[src/rtl/sc_fetch_pkg.sv]
// sc_fetch_pkg
//   Shared definitions for the instruction fetch sequencer: default bus width,
//   default PC increment and the fetch FSM state encoding.
package sc_fetch_pkg;

    localparam int DEF_DATAWIDTH = 32;
    localparam int DEF_PC_STEP   = 4;

    typedef enum logic [1:0] {
        ST_IDLE  = 2'd0,
        ST_REQ   = 2'd1,
        ST_FLUSH = 2'd2
    } fetch_state_e;

endpackage : sc_fetch_pkg

[src/rtl/sc_fetch_slot.sv]
// sc_fetch_slot
//   One-entry valid/ready holding register for a fetched instruction and its PC.
//   Ports:
//     clk_i, rst_n_i       clock / asynchronous active-low reset
//     load_i               capture load_data_i / load_pc_i, set valid
//     load_data_i          instruction word to capture
//     load_pc_i            PC of that instruction
//     clear_i              drop the entry (wins over load and consume)
//     consume_i            downstream accepted the entry
//     valid_o, data_o, pc_o  slot contents
module sc_fetch_slot #(
    parameter int W = 32
) (
    input  logic         clk_i,
    input  logic         rst_n_i,
    input  logic         load_i,
    input  logic [W-1:0] load_data_i,
    input  logic [W-1:0] load_pc_i,
    input  logic         clear_i,
    input  logic         consume_i,
    output logic         valid_o,
    output logic [W-1:0] data_o,
    output logic [W-1:0] pc_o
);

    logic         valid_q, valid_d;
    logic [W-1:0] data_q, data_d;
    logic [W-1:0] pc_q, pc_d;

    always_comb begin
        valid_d = valid_q;
        data_d  = data_q;
        pc_d    = pc_q;
        if (clear_i) begin
            valid_d = 1'b0;
        end else if (load_i) begin
            // A refill on the consume edge keeps valid high with the new word.
            valid_d = 1'b1;
            data_d  = load_data_i;
            pc_d    = load_pc_i;
        end else if (consume_i) begin
            valid_d = 1'b0;
        end
    end

    always_ff @(posedge clk_i or negedge rst_n_i) begin
        if (!rst_n_i) begin
            valid_q <= 1'b0;
            data_q  <= '0;
            pc_q    <= '0;
        end else begin
            valid_q <= valid_d;
            data_q  <= data_d;
            pc_q    <= pc_d;
        end
    end

    assign valid_o = valid_q;
    assign data_o  = data_q;
    assign pc_o    = pc_q;

endmodule : sc_fetch_slot

[src/rtl/sc_fetch_unit.sv]
// sc_fetch_unit
//   Instruction fetch sequencer. Samples the PC register, issues one req/ack
//   memory read at a time, parks the returned word in a 1-entry slot for decode
//   and writes the PC register (PC+STEP after a fetch, target on redirect).
//   Ports:
//     SC_FETCH_CLOCK_50 / SC_FETCH_RESET_InLow    clock, async active-low reset
//     SC_FETCH_pc_InBUS                           current PC register value
//     SC_FETCH_pcLoad_OutLow / pcNext_OutBUS      PC register write (1-cycle low pulse)
//     SC_FETCH_memReq_Out / memAddr_OutBUS        memory read request / address
//     SC_FETCH_memAck_In / memData_InBUS          memory ack / returned word
//     SC_FETCH_redirect_In / redirectPC_InBUS     taken branch from execute
//     SC_FETCH_stall_In                           blocks new requests only
//     SC_FETCH_instrValid_Out / instr / instrPC   slot towards decode
//     SC_FETCH_decodeReady_In                     decode accepts the slot
//
//   state | meaning
//   IDLE  | no request outstanding, waiting for slot space and no stall
//   REQ   | memReq high, waiting for ack; ack data goes to the slot
//   FLUSH | redirected while waiting; ack data is discarded
module sc_fetch_unit
    import sc_fetch_pkg::*;
#(
    parameter int FETCH_DATAWIDTH = DEF_DATAWIDTH,
    parameter int FETCH_PC_STEP   = DEF_PC_STEP
) (
    input  logic                       SC_FETCH_CLOCK_50,
    input  logic                       SC_FETCH_RESET_InLow,
    input  logic [FETCH_DATAWIDTH-1:0] SC_FETCH_pc_InBUS,
    output logic                       SC_FETCH_pcLoad_OutLow,
    output logic [FETCH_DATAWIDTH-1:0] SC_FETCH_pcNext_OutBUS,
    output logic                       SC_FETCH_memReq_Out,
    output logic [FETCH_DATAWIDTH-1:0] SC_FETCH_memAddr_OutBUS,
    input  logic                       SC_FETCH_memAck_In,
    input  logic [FETCH_DATAWIDTH-1:0] SC_FETCH_memData_InBUS,
    input  logic                       SC_FETCH_redirect_In,
    input  logic [FETCH_DATAWIDTH-1:0] SC_FETCH_redirectPC_InBUS,
    input  logic                       SC_FETCH_stall_In,
    output logic                       SC_FETCH_instrValid_Out,
    output logic [FETCH_DATAWIDTH-1:0] SC_FETCH_instr_OutBUS,
    output logic [FETCH_DATAWIDTH-1:0] SC_FETCH_instrPC_OutBUS,
    input  logic                       SC_FETCH_decodeReady_In
);

    localparam int W = FETCH_DATAWIDTH;

    fetch_state_e state_q, state_d;
    logic         mem_req_q, mem_req_d;
    logic [W-1:0] mem_addr_q, mem_addr_d;
    logic         pc_load_n_q, pc_load_n_d;
    logic [W-1:0] pc_next_q, pc_next_d;

    logic         slot_load;
    logic         slot_clear;
    logic         slot_consume;
    logic         slot_valid;
    logic [W-1:0] slot_data;
    logic [W-1:0] slot_pc;

    always_comb begin
        state_d      = state_q;
        mem_req_d    = mem_req_q;
        mem_addr_d   = mem_addr_q;
        pc_load_n_d  = 1'b1;
        pc_next_d    = pc_next_q;
        slot_load    = 1'b0;
        slot_clear   = 1'b0;
        slot_consume = slot_valid & SC_FETCH_decodeReady_In;

        // Redirect overrides everything: reload PC and kill the slot, even if
        // decode is taking it this very cycle.
        if (SC_FETCH_redirect_In) begin
            pc_load_n_d = 1'b0;
            pc_next_d   = SC_FETCH_redirectPC_InBUS;
            slot_clear  = 1'b1;
        end

        case (state_q)
            ST_IDLE: begin
                if (!SC_FETCH_redirect_In && !SC_FETCH_stall_In &&
                    (!slot_valid || slot_consume)) begin
                    state_d    = ST_REQ;
                    mem_req_d  = 1'b1;
                    // memAddr doubles as the PC recorded with the returned word.
                    mem_addr_d = SC_FETCH_pc_InBUS;
                end
            end
            ST_REQ: begin
                if (SC_FETCH_memAck_In) begin
                    state_d   = ST_IDLE;
                    mem_req_d = 1'b0;
                    if (!SC_FETCH_redirect_In) begin
                        slot_load   = 1'b1;
                        pc_load_n_d = 1'b0;
                        pc_next_d   = mem_addr_q + W'(FETCH_PC_STEP);
                    end
                end else if (SC_FETCH_redirect_In) begin
                    // The read cannot be cancelled; keep memReq up and drain it.
                    state_d = ST_FLUSH;
                end
            end
            ST_FLUSH: begin
                if (SC_FETCH_memAck_In) begin
                    state_d   = ST_IDLE;
                    mem_req_d = 1'b0;
                end
            end
            default: begin
                state_d   = ST_IDLE;
                mem_req_d = 1'b0;
            end
        endcase
    end

    always_ff @(posedge SC_FETCH_CLOCK_50 or negedge SC_FETCH_RESET_InLow) begin
        if (!SC_FETCH_RESET_InLow) begin
            state_q     <= ST_IDLE;
            mem_req_q   <= 1'b0;
            mem_addr_q  <= '0;
            pc_load_n_q <= 1'b1;
            pc_next_q   <= '0;
        end else begin
            state_q     <= state_d;
            mem_req_q   <= mem_req_d;
            mem_addr_q  <= mem_addr_d;
            pc_load_n_q <= pc_load_n_d;
            pc_next_q   <= pc_next_d;
        end
    end

    sc_fetch_slot #(
        .W (W)
    ) u_slot (
        .clk_i       (SC_FETCH_CLOCK_50),
        .rst_n_i     (SC_FETCH_RESET_InLow),
        .load_i      (slot_load),
        .load_data_i (SC_FETCH_memData_InBUS),
        .load_pc_i   (mem_addr_q),
        .clear_i     (slot_clear),
        .consume_i   (slot_consume),
        .valid_o     (slot_valid),
        .data_o      (slot_data),
        .pc_o        (slot_pc)
    );

    assign SC_FETCH_pcLoad_OutLow  = pc_load_n_q;
    assign SC_FETCH_pcNext_OutBUS  = pc_next_q;
    assign SC_FETCH_memReq_Out     = mem_req_q;
    assign SC_FETCH_memAddr_OutBUS = mem_addr_q;
    assign SC_FETCH_instrValid_Out = slot_valid;
    assign SC_FETCH_instr_OutBUS   = slot_data;
    assign SC_FETCH_instrPC_OutBUS = slot_pc;

endmodule : sc_fetch_unit

[config.mk]
export PLATFORM = sky130hd
export DESIGN_NAME = sc_fetch_unit
export DESIGN_NICKNAME = d
export VERILOG_FILES = /design/src/rtl/sc_fetch_pkg.sv /design/src/rtl/sc_fetch_slot.sv /design/src/rtl/sc_fetch_unit.sv
export SDC_FILE = /design/constraint.sdc
export NUM_CORES = 1
export LEC_CHECK = 0
export CAP_MARGIN = 20
export CORE_MARGIN = 5
export CORE_UTILIZATION = 45
export CTS_BUF_LIST = sky130_fd_sc_hd__clkbuf_4
export DETAILED_ROUTE_END_ITERATION = 16
export PLACE_DENSITY = 0.89
export SETUP_SLACK_MARGIN = 0.4
export SLEW_MARGIN = 20
export SYNTH_ARGS = -nofsm -noshare
export SYNTH_HDL_FRONTEND = slang
export SYNTH_SLANG_ARGS = --single-unit
[constraint.sdc]
create_clock -name SC_FETCH_CLOCK_50 -period 2.4 [get_ports SC_FETCH_CLOCK_50]
set_clock_uncertainty 0.2 [all_clocks]
set_input_delay 0.72 -clock SC_FETCH_CLOCK_50 [delete_from_list [all_inputs] [get_ports SC_FETCH_CLOCK_50]]
set_output_delay 0.72 -clock SC_FETCH_CLOCK_50 [all_outputs]
set_load 0.03 [all_outputs]
==> flow_summary_export.csv, run 1 <==
group,metric,value,unit
routing,via_count,5852,
timing,rsz0062_at_grt,"true",
yosys,synth_fp_nets,700,
yosys,synthFlopType,"dfrtp_1",
die,fp-row-count,41,
global_route,antenna_found_initial,2,
yosys,synth-simple-area-share,0.223,
routing,wl,21.5,mm
yosys,synthMuxAreaShare,0.0708,
yosys,synth.area.top_cells,"dfrtp_1, nand2_1, mux2_2",
routing,drc,0,
yosys,async_reset_ff_frac,1.00,
power_and_ir_drop,power-per-cell-area,1360,nW/um2
hold_path,min_path_type,"reg -> reg",
timing,period_share,0.885,
cts,htree_levels,4,
setup_path,cp_max_fo,1,
place,placed_cell_area,8540,um2
yosys,ys_top_cells_by_count,"nand2_1, dfrtp_1, mux2_2, clkbuf_1, o21ai_0",
power_and_ir_drop,clkPwrFrac,0.103,
timing,drv_slew,0,
power_and_ir_drop,power_frac_seq,0.297,
yosys,synth.most_common_cell,"nand2_1",
yosys,seq_area_frac_synth,0.574,
layout,fin_area,9940,um2
yosys,yosysTopAreaCell,"dfrtp_1",
yosys,synth_cell_types,33,
power_and_ir_drop,power,13.6,mW
routing,drt-wirelength-per-cell,19.1,um
power_and_ir_drop,intPower,7.67,mW
power_and_ir_drop,switchingPower,5.89,mW
cts,cts_tree,"yes",
setup_path,end_kind,"output port",
global_route,grt_overflow_total,0,
yosys,synthCells,594,
layout,n_fill_cell,745,
yosys,yosys_register_bits,133,
routing,ant_nets,0,
timing,min_period,2.12,ns
timing,setup_viol,0,
place,dp_hpwl,13.2,mm
cts,clock_sinks,133,
status,status,"complete, no violations",
yosys,synth_compound_area_frac,0.0585,
yosys,ys.warnings.count,0,
layout,syn_to_final_growth,71.5,%
layout,nNetsFinal,1046,
setup_path,cp.arrival,1.20,ns
place,dpl.cell_count,992,
setup_path,cp_slowest_stage_delay,0.55,ns
layout,final_util,0.788,
setup_path,cp.required,1.48,ns
global_route,grt_max_degree,48,
run,max-cap-violations,0,
cts,cts.path.max_buffers,2,
timing,slew_headroom,0.654,
power_and_ir_drop,combinationalPowerShare,0.600,
cts,cts_buffers,17,
cts,clock_latency,0.54,ns
die,core-area,12600,um2
yosys,synth_top_family_by_area,"simple AND/OR/NAND/NOR gates",
die,die_w,124,um
yosys,synth_edf_count,0,
setup_path,path_buf_inv,1,
setup_path,crit_type,"reg -> out",
die,dieHeight,124,um
global_route,grt_pass1_vias,5864,
routing,drt-pass1-iter-count,5,
power_and_ir_drop,max-vdd-ir-drop,0.000886,V
global_route,grt_pass1_wl,31.0,mm
timing,fin_hold_ws,0.307,ns
timing,max_freq,0.471,GHz
die,floorplan.initialDensity,0.459,
setup_path,critical-path-top-delay-family,"flip-flops",
yosys,syn_area,5800,um2
yosys,synth_top_area_frac,0.570,
yosys,synth-xor-area-share,0.0408,
layout,final_cell_count_no_fill,1123,
power_and_ir_drop,switching_share,0.434,
routing,drt_iter0_drc,520,
timing,worstMarginPinSlew,0.519,ns
global_route,track_usage,0.270,
setup_path,cp-start-kind,"flip-flop",
routing,vias_per_cell,5.21,
cts,root_buffer,"clkbuf_4",
setup_path,crit_chain,"buf_6",
layout,drive_above_1_share,0.390,
setup_path,slowest_stage,"dfstp_2",
power_and_ir_drop,p_leak,4.81,nW
place,gp_congestion,0.836,
yosys,synth_fa_ha_area_frac,0.00863,
place,port_buffers,232,
die,dieArea,15300,um2
yosys,syn_avg_cell_area,9.76,um2
timing,final_hold_viol_count,0,
die,ioPinCount,233,
cts,clk_pin_slew,0.11,ns
## placed cells by master (no fill, tap or decap), types with 3 or more instances in the layout
master and instances:
nand2_1 234, buf_6 145, dfrtp_1 114, buf_4 103, clkdlybuf4s50_1 99, mux2_2 32, o21ai_0 20, clkbuf_4 20
dfrtp_2 18, nor2_1 15, a21oi_1 14, xor2_1 14, and3_1 10, o221ai_1 10, buf_12 9, nand4_1 8
xnor2_1 8, inv_1 5, nand3_1 5, mux2i_1 5, clkinv_2 5, xor2_2 4, nand3_2 4, and4_4 3
nand3_4 3, o221ai_2 3, nand2_2 3, ha_1 3
## flip-flops by register name, indices dropped and copies added (netlist names)
register,count
state_q,2
SC_FETCH_memReq_Out,1
SC_FETCH_pcLoad_OutLow,1
u_slot.pc_o,32
SC_FETCH_memAddr_OutBUS,32
u_slot.data_o,32
u_slot.valid_o,1
SC_FETCH_pcNext_OutBUS,32
## cells by family after synthesis
| kind of cell | after synthesis |
|---|---|
| buffers and inverters | 37 |
| adders and majority gates | 4 |
| muxes | 37 |
| DFF | 133 |
| and+or+nand+nor | 301 |
| xor gates and xnor gates | 27 |
| AOI/OAI and AO/OA | 55 |
## power groups by stage
stage	clock network [mW]	logic (mW)	registers, mW
floorplan	0	1.53	5.83
detailed placement	0	6.19	4.10
global route	1.52	8.56	4.13
finish	1.39	8.14	4.03
CTS	1.41	7.47	3.97
global placement	0	6.06	4.08
## repair_timing
action / CTS / global route
buffers inserted: 58 / 41
resized for setup: 931 / 34
hold endpoints to repair: 41 / 0
hold buffers: 1 / 0
endpoints found under the setup margin: 145 / 149
gates cloned: 0 / 1
pin swaps: 15 / 21
## worst paths after layout
kind / from / to / slack [ns] / cells past startpoint
worst min register to register: u_slot.pc_o[22] / u_slot.pc_o[22] / 0.31 / 2
max in group asynchronous: SC_FETCH_RESET_InLow / u_slot.pc_o[26] / 0.90 / 3
worst min-delay path: u_slot.pc_o[22] / u_slot.pc_o[22] / 0.31 / 2
min in group asynchronous: SC_FETCH_RESET_InLow / SC_FETCH_pcNext_OutBUS[6] / 0.49 / 2
worst max register to register: SC_FETCH_memAddr_OutBUS[2] / SC_FETCH_pcNext_OutBUS[25] / 0.35 / 8
worst max-delay path: SC_FETCH_pcLoad_OutLow / SC_FETCH_pcLoad_OutLow / 0.28 / 1
## through the flow
step	TNS (ns)	worst slack, ns
after floorplan	0	0.279
after global placement	0	0.0245
after detailed placement	-0.111	-0.0149
after CTS	0	0.222
after global routing	0	0.215
final	0	0.277
## worst min-delay path, delay by kind of cell (launching register included)
kind	cells	cell delay, ns
flops	1	0.37
simple gates	2	0.11
## area by class of cell
class | count | area (um2) | share of cell area
inverter | 5 | 18.8 | 0.00189
sequential | 133 | 3350 | 0.337
multi-input combinational | 425 | 2520 | 0.253
timing repair buffer | 358 | 3590 | 0.361
antenna | 2 | 5.00 | 0.000503
clock buffer | 20 | 150 | 0.0151
clock inverter | 8 | 88.8 | 0.00894
tap | 172 | 215 | 0.0216
## per-layer routing
layer / share of wire / track usage / wire length, um / vias up
li1: - / - / - / 2653
met4: 0.045 / 0.159 / 955 / 0
met5: 0 / 0 / 0 / -
met3: 0.072 / 0.0769 / 1540 / 68
met2: 0.52 / 0.444 / 11100 / 279
met1: 0.37 / 0.314 / 7880 / 2852
(Power assumes the default switching activity.)
==> run 2, diff against run 1 <==
--- a/config.mk
+++ b/config.mk
@@ -8,11 +8,12 @@
 export CAP_MARGIN = 20
 export CORE_MARGIN = 5
 export CORE_UTILIZATION = 45
-export CTS_BUF_LIST = sky130_fd_sc_hd__clkbuf_4
+export CTS_BUF_LIST = sky130_fd_sc_hd__clkbuf_16
 export DETAILED_ROUTE_END_ITERATION = 16
-export PLACE_DENSITY = 0.89
+export PLACE_DENSITY = 0.87
 export SETUP_SLACK_MARGIN = 0.4
 export SLEW_MARGIN = 20
 export SYNTH_ARGS = -nofsm -noshare
 export SYNTH_HDL_FRONTEND = slang
+export SYNTH_HIERARCHICAL = 1
 export SYNTH_SLANG_ARGS = --single-unit
==> run 2 against run 1 <==
Net effect:
- non-clock buffer count is 40 lower
- utilization is 5.5 points lower
- maximum frequency is 2.4% higher
- largest cell class is now sequential cells
- combinational power is 14% lower
- register-to-register slack worse by 0.02 ns
- clock power is 95% higher
- via count is 11% lower
- die area is 6.1% higher
- final area is 1.6% lower
- power is 1.2% higher
- clock-buffer cell count is 3 lower
==> flow_summary_export.csv, run 2 <==
group,metric,value,unit
power_and_ir_drop,switchingPower,5.60,mW
setup_path,cp-start-kind,"flip-flop",
layout,drive_above_1_share,0.497,
power_and_ir_drop,intPower,8.13,mW
die,ioPinCount,233,
yosys,ys_top_cells_by_count,"dfrtp_1, mux2_4, nand2_1, mux2_2, o21ai_0",
layout,nNetsFinal,887,
run,max-cap-violations,0,
yosys,yosys_register_bits,133,
cts,clock_sinks,133,
setup_path,reg2reg_depth,10,
power_and_ir_drop,power_frac_seq,0.294,
die,floorplan.initialDensity,0.463,
yosys,synth.most_common_cell,"dfrtp_1",
timing,min_period,2.07,ns
yosys,synth_top_area_frac,0.534,
global_route,met1_usage,0.311,
global_route,grt_overflow_total,0,
hold_path,min_path_type,"in -> async",
cts,postCtsHoldBufs,0,
global_route,gr-usage-met3,0.0710,
timing,max_freq,0.482,GHz
cts,cts_buffers,17,
timing,tns,0,ns
yosys,synthCells,468,
routing,vias_per_cell,5.38,
routing,drt_iter0_drc,361,
power_and_ir_drop,p_leak,4.55,nW
place,gp_congestion,0.885,
setup_path,cpMostUsedCell,"inv_2",
timing,slew_headroom,0.641,
routing,via_count,5221,
layout,multiInputGateArea,2810,um2
power_and_ir_drop,clkPwrFrac,0.197,
setup_path,r2r_start,"state_q[1]",
yosys,seq_area_frac_synth,0.538,
routing,drt-pass1-iter-count,4,
global_route,grt_pass1_wl,31.5,mm
place,dp_hpwl,13.4,mm
timing,fin_hold_ws,0.0565,ns
routing,ant_nets,0,
setup_path,crit_chain,"inv_2 > ha_4 > and2_4 > nand2_4 > inv_2 > nor2b_4 > buf_4 > buf_6 > buf_16 > mux2_4",
timing,worstMarginPinSlew,0.538,ns
global_route,top_usage_layer,"met2",
layout,regArea,3360,um2
layout,syn_to_final_growth,58.1,%
yosys,synth_top_family_by_area,"multiplexers",
power_and_ir_drop,power-per-cell-area,1400,nW/um2
setup_path,path_buf_inv,5,
setup_path,cp_max_fo,7,
yosys,synth.area.top_cells,"dfrtp_1, mux2_4, mux2_2",
setup_path,cp.arrival,2.18,ns
cts,htree_levels,4,
yosys,yosysTopAreaCell,"dfrtp_1",
routing,drt-wirelength-per-cell,21.5,um
power_and_ir_drop,max-vdd-ir-drop,0.000861,V
die,core-area,13300,um2
setup_path,cp.required,2.51,ns
cts,clock_latency,0.42,ns
die,die_w,127,um
yosys,synth_fp_nets,574,
yosys,synth_fa_ha_area_frac,0.00809,
setup_path,crit_type,"reg -> reg",
layout,n_fill_cell,897,
setup_path,reg2reg_to,"u_slot/data_o[22]",
power_and_ir_drop,combinationalPowerShare,0.508,
place,place_ws,-0.270,ns
place,placed_cell_area,8960,um2
setup_path,slowest_stage,"dfrtp_1",
setup_path,rrSetupSlack,0.33,ns
yosys,synth_compound_area_frac,0.0627,
yosys,async_reset_ff_frac,1.00,
timing,rsz0062_at_grt,"true",
die,dieHeight,127,um
die,fp-row-count,42,
yosys,synth_cell_types,41,
setup_path,end_kind,"flip-flop",
global_route,globalRouteMet2Util,0.416,
yosys,syn_area,6180,um2
yosys,syn_avg_cell_area,13.2,um2
layout,most-common-layout-cells,"buf_2, dfrtp_1, clkdlybuf4s50_1",
layout,insertedDiodeCount,0,
timing,setup_slack,0.326,ns
yosys,synth-xor-area-share,0.0368,
global_route,grt_pass1_vias,5540,
power_and_ir_drop,power,13.7,mW
routing,wl,20.9,mm
place,port_buffers,232,
cts,clk_pin_slew,0.06,ns
yosys,synthFlopType,"dfrtp_1",
cts,cts_tree,"yes",
yosys,ys.warnings.count,6,
yosys,synthMuxAreaShare,0.219,
timing,setup_viol,0,
timing,drv_slew,0,
layout,fin_area,9780,um2
timing,final_hold_viol_count,0,
global_route,antenna_found_initial,0,
setup_path,cp_slowest_stage_delay,0.38,ns
status,status,"complete, no violations",
layout,final_common_cell,"buf_2",
die,dieArea,16200,um2
power_and_ir_drop,switching_share,0.408,
setup_path,critical-path-top-delay-family,"buffers and inverters",
global_route,grt_max_degree,54,
yosys,synth-simple-area-share,0.0955,
yosys,synth_edf_count,0,
timing,period_share,0.864,
cts,cts.path.max_buffers,2,
routing,drc,0,
global_route,track_usage,0.251,
cts,root_buffer,"clkbuf_16",
## run 2: cell types whose count changed after synthesis, moves of 6 or more
cell | previous run | this run
buf_12 | 0 | 7
clkbuf_1 | 25 | 13
mux2_4 | 0 | 60
nand2_1 | 238 | 42
o21ai_0 | 20 | 26
## run 2: final cells by class
class	count	share of cell area
Tap cell	176	0.0225
Clock inverter	15	0.0192
Clock buffer	17	0.0435
Sequential cell	133	0.344
Inverter	9	0.00371
Multi-Input combinational cell	302	0.287
Timing Repair Buffer	318	0.280
## run 2: worst max-delay path by stage
stage | startpoint | endpoint | cells past startpoint
3_5_place_dp | SC_FETCH_memAck_In | u_slot/data_o[28] | 7
6_report | state_q[1] | u_slot/data_o[22] | 10
5_1_grt | state_q[1] | u_slot/pc_o[31] | 10
3_3_place_gp | SC_FETCH_decodeReady_In | SC_FETCH_memAddr_OutBUS[0] | 7
2_1_floorplan | SC_FETCH_memAck_In | u_slot/data_o[0] | 9
4_1_cts | state_q[1] | u_slot/pc_o[21] | 10
## run 2: kinds of logic (layout without fill, tap and decap cells)
logic type,Yosys count,count (layout)
fa+ha+maj,4,4
buf+inv,33,359
flops,133,133
mux,101,101
simple gates,108,108
compound gates,63,63
xor+xnor,26,26
## run 2: repair_timing
action	4_1_cts	5_1_grt
buffers inserted	34	19
setup endpoints to repair	236	111
pin swaps	3	6
gates resized for setup	705	27
cloned	7	1
## run 2: power by group through the flow
stage          Sequential (mW)  Combinational (mW)  Clock [mW]
6_report                  4.04                6.98        2.71
5_1_grt                   4.17                7.31        2.85
4_1_cts                   4.03                6.61        2.73
3_5_place_dp              4.19                6.69           0
3_3_place_gp              4.10                6.57           0
2_1_floorplan             5.90                2.08           0
## run 2: per-layer routing
layer | part of all wire | vias up
met2 | 0.50 | 288
met5 | 0 | -
li1 | - | 2285
met1 | 0.40 | 2602
met4 | 0.025 | 0
met3 | 0.079 | 46
## run 2: stage by stage
step,utilization,cells
after global placement,0.671,877
after global routing,0.733,970
after detailed placement,0.671,877
final,0.733,970
after floorplan,-,468
after CTS,0.713,950
